$ cat config.mk
export PLATFORM = sky130hd
export DESIGN_NAME = halflife_sequencer
export DESIGN_NICKNAME = d
export VERILOG_FILES = /design/src/rtl/halflife_sequencer.sv
export SDC_FILE = /design/constraint.sdc
export NUM_CORES = 1
export LEC_CHECK = 0
export BUFFER_PORTS_ARGS = -buffer_cell sky130_fd_sc_hd__buf_2
export CORE_AREA = 2 2 77 79
export CTS_BUF_LIST = sky130_fd_sc_hd__clkbuf_8
export DETAILED_ROUTE_END_ITERATION = 8
export DIE_AREA = 0 0 79 81
export PLACE_DENSITY = 0.53
export SYNTH_ARGS = -nofsm -noshare
export SYNTH_HDL_FRONTEND = slang
export SYNTH_SLANG_ARGS = --single-unit
$ cat constraint.sdc
create_clock -name clk -period 4.9 [get_ports clk]
set_input_delay 0.49 -clock clk [delete_from_list [all_inputs] [get_ports clk]]
set_output_delay 0.49 -clock clk [all_outputs]
set_load 0.05 [all_outputs]
$ cat src/rtl/halflife_sequencer.sv
// halflife_sequencer: loads an initial activity into the decay counter, then
// issues one decay step per half-life period until the value reaches zero.
// Keeps a shadow of the counter value and the number of half-lives elapsed.
module halflife_sequencer (
    input  logic       clk,
    input  logic       rst_n,
    input  logic       start,
    input  logic       abort,
    input  logic       pause,
    input  logic [3:0] init_val,
    input  logic [7:0] period,
    output logic       ctr_load,
    output logic [3:0] ctr_in,
    output logic       ctr_step,
    output logic [3:0] value,
    output logic [2:0] halvings,
    output logic       busy,
    output logic       done
);

    typedef enum logic [1:0] {IDLE, LOAD, RUN, DONE} state_t;

    state_t     state, state_nxt;
    logic [7:0] tick;
    logic [7:0] period_q;
    logic       accept;
    logic       fire;

    // Strobes and status are pure state decodes, so no input reaches an output
    // combinationally.
    assign ctr_load = (state == LOAD);
    assign busy     = (state == LOAD) || (state == RUN);
    assign done     = (state == DONE);

    // State register.
    always_ff @(posedge clk or negedge rst_n) begin
        if (!rst_n) state <= IDLE;
        else        state <= state_nxt;
    end

    // Next-state logic; abort outranks everything, including a due step.
    always_comb begin
        state_nxt = state;
        accept    = 1'b0;
        fire      = 1'b0;
        if (abort) begin
            state_nxt = IDLE;
        end else begin
            case (state)
                IDLE, DONE: begin
                    if (start) begin
                        state_nxt = LOAD;
                        accept    = 1'b1;
                    end
                end
                LOAD: state_nxt = (value == 4'd0) ? DONE : RUN;
                RUN: begin
                    if (!pause && tick == 8'd0) begin
                        fire = 1'b1;
                        // The step that shifts the last set bit out lands in DONE.
                        if (value[3:1] == 3'd0) state_nxt = DONE;
                    end
                end
                default: state_nxt = IDLE;
            endcase
        end
    end

    // Datapath: capture on start, half-life timer, shadow value and step strobe.
    always_ff @(posedge clk or negedge rst_n) begin
        if (!rst_n) begin
            tick     <= 8'd0;
            period_q <= 8'd0;
            ctr_in   <= 4'd0;
            value    <= 4'd0;
            halvings <= 3'd0;
            ctr_step <= 1'b0;
        end else if (abort) begin
            value    <= 4'd0;
            halvings <= 3'd0;
            ctr_in   <= 4'd0;
            ctr_step <= 1'b0;
        end else begin
            ctr_step <= fire;
            if (accept) begin
                ctr_in   <= init_val;
                value    <= init_val;
                halvings <= 3'd0;
                period_q <= period;
                tick     <= period;
            end else if (state == RUN && !pause) begin
                if (fire) begin
                    value    <= value >> 1;
                    halvings <= halvings + 3'd1;
                    tick     <= period_q;
                end else begin
                    tick <= tick - 8'd1;
                end
            end
        end
    end

endmodule

==> results.json <==
{
  "portBuffers": 31,
  "use_met2_pct": 21.1,
  "clockRootBuffer": "clkbuf_8",
  "crit_arrival_ps": 2640,
  "grt_remaining_overflow": 0,
  "dr.first_iter.drc_count": 55,
  "die_area_sq_um": 6400,
  "reg2reg_slack_ps": 2430,
  "synth_nets": 208,
  "row_count": 28,
  "antenna_found_initial": 0,
  "holdBufCountCts": 0,
  "grt_pass1_wl_mm": 6.70,
  "core_area_sq_um": 5680,
  "cts.sinks": 30,
  "cp-end-kind": "register",
  "post_drt_wl_per_cell_microns": 13.7,
  "final_nets": 239,
  "critPathMaxFanout": 16,
  "synth-async-reset-ratio_pct": 100,
  "place_hpwl_mm": 2.77,
  "routed_via_density": 4.85,
  "synth_edf_count": 0,
  "critPathKind": "register to register",
  "max_slew_margin_pct": 53.0,
  "hold_path_class": "input port to async pin",
  "chipHeight_microns": 81,
  "synthXorXnorAreaFrac_pct": 1.62,
  "final_area_sq_um": 1940,
  "hold_viol": 0,
  "leakage_nw": 0.924,
  "drive_gt1_share_pct": 20.3,
  "track_usage_pct": 13.3,
  "setup_viol": 0,
  "synth_top_family_by_area": "simple AND/OR/NAND/NOR gates",
  "drv_slew": 0,
  "cp-start-kind": "register",
  "yosys.area_share.adder_pct": 4.62,
  "synth_cell_types": 39,
  "clock_tree.htree_level_count": 2,
  "ant_nets": 0,
  "yosys.area_share.simple_pct": 26.5,
  "crit_required_ps": 5070,
  "tns_ps": 0,
  "syn_to_final_growth_pct": 19.3,
  "clkTransAtPathRegs_ps": 70,
  "gp_congestion": 0.782,
  "finalCritPeriodShare_pct": 50.4,
  "yosysSeqAreaShare_pct": 46.2,
  "finalPower_w": 0.00107,
  "ir_drop_mv": 0.256,
  "insertion_delay_ps": 270,
  "synth.area.mux_share_pct": 2.70,
  "drtPass1Iterations": 4,
  "max_cap_viol_count": 0,
  "numCtsBuffers": 5,
  "grt_pass1_vias": 1434,
  "clockBufferDepth": 2,
  "worst_pin_slew_ps": 705,
  "antenna_cells": 0,
  "wl_mm": 3.99,
  "reg2reg_to": "tick[2]$_DFFE_PN0P_",
  "dpl.cell_count": 284,
  "top_usage_layer": "met2",
  "cts_setup_buffers": 0,
  "synth_seq_cells": 30,
  "power.density_nw_per_um2": 552,
  "ioPinCount": 32,
  "fin_cells": 292,
  "synth_compound_area_share_pct": 14.6,
  "grt_util_met1_pct": 18.2,
  "ys.flop_type": "dfrtp_1",
  "vias": 1415,
  "cts_resized": 0,
  "holdWs_ps": 268,
  "placed_cell_area_sq_um": 1850,
  "cts_tree": "built",
  "start_util_pct": 28.6,
  "synth_area_per_cell_sq_um": 8.78,
  "drcViolationCount": 0,
  "yosysWarningCount": 0,
  "r2r_cells": 6,
  "layout_min_cycle_time_ps": 2470,
  "die_w_microns": 79,
  "finalClockSkew_ps": 5.12,
  "fmax_mhz": 405,
  "netlist_area_sq_um": 1620,
  "use_met3_pct": 3.33,
  "reg2reg_from": "state[0]$_DFFE_PN0P_",
  "synth_cells": 185,
  "status": "finished, final reports clean",
  "rsz0062_at_grt": "false",
  "grt_start_max_net_pins": 31
}
[synthesized netlist by cell type, types with 3 or more instances]
| cell | n | share of area [%] |
|---|---|---|
| nand2_1 | 51 | 12 |
| dfrtp_1 | 30 | 46 |
| a21oi_1 | 12 | 3.7 |
| nor3_1 | 12 | 3.7 |
| nor2_1 | 11 | 2.5 |
| inv_1 | 8 | 1.8 |
| ha_1 | 6 | 4.6 |
| clkbuf_1 | 5 | 1.2 |
| a311oi_1 | 4 | 2.2 |
| nand3_1 | 4 | 1.2 |
| a311o_1 | 3 | 1.8 |
| a31oi_1 | 3 | 1.2 |
| mux2_1 | 3 | 2.1 |
[report_power, final]
group | switching (W) | internal, W
Clock | 0.0000907 | 0.000111
Combinational | 0.000304 | 0.000149
Sequential | 0.0000804 | 0.000334
[routing by layer]
layer / vias to the layer above / wire length (microns)
li1: 709 / -
met1: 675 / 2050
met2: 29 / 1800
met3: 2 / 120
met4: 0 / 16
met5: - / 0
[area by class of cell]
type | count | area (sq um)
Fill cell | 626 | 3740
Tap cell | 75 | 93.8
Timing Repair Buffer | 31 | 155
Sequential cell | 30 | 751
Multi-Input combinational cell | 139 | 812
Clock buffer | 6 | 82.6
Inverter | 9 | 33.8
Clock inverter | 2 | 8.76
[how the worst max path moves through the flow]
| stage | slack, ps | to | from | cells after the start |
|---|---|---|---|---|
| 2_1_floorplan | 2920 | tick[7]$_DFFE_PN0P_ | state[0]$_DFFE_PN0P_ | 7 |
| 3_3_place_gp | 2570 | tick[7]$_DFFE_PN0P_ | state[0]$_DFFE_PN0P_ | 7 |
| 3_5_place_dp | 2490 | tick[2]$_DFFE_PN0P_ | state[0]$_DFFE_PN0P_ | 6 |
| 4_1_cts | 2470 | tick[2]$_DFFE_PN0P_ | state[0]$_DFFE_PN0P_ | 6 |
| 5_1_grt | 2190 | tick[2]$_DFFE_PN0P_ | state[0]$_DFFE_PN0P_ | 6 |
| 6_report | 2430 | tick[2]$_DFFE_PN0P_ | state[0]$_DFFE_PN0P_ | 6 |
[placed cells by master (no fill, tap or decap), types with 4 or more instances in the layout]
cell type	instances
nand2_1	51
buf_2	31
dfrtp_1	30
a21oi_1	12
nor3_1	12
nor2_1	11
inv_1	9
ha_1	6
clkbuf_8	6
nand3_1	4
a311oi_1	4
[state kept, by name, summed over array words and instances (netlist names)]
register  count
tick          8
state         2
period_q      8
ctr_in        4
halvings      3
ctr_step      1
value         4
[worst max-delay path: stages, from the launching register on]
cell and delay [ps]:
dfrtp_1 380, inv_1 70, ha_1 360, nand2_1 370, a21oi_1 650, nand2_1 230, o311ai_1 320
[stage by stage]
stage	util, %	worst slack [ps]
floorplan	-	2920
global placement	32.5	2570
detailed placement	32.5	2490
CTS	34.1	2470
global route	34.1	2190
finish	34.1	2430
[logic make-up (layout without fill, tap and decap cells)]
kind of cell / Yosys count / after routing
simple gates: 91 / 91
compound gates: 35 / 35
flops: 30 / 30
buf+inv: 16 / 48
fa+ha+maj: 6 / 6
mux: 4 / 4
xor+xnor: 3 / 3
Power figures use the tool's default switching activity.
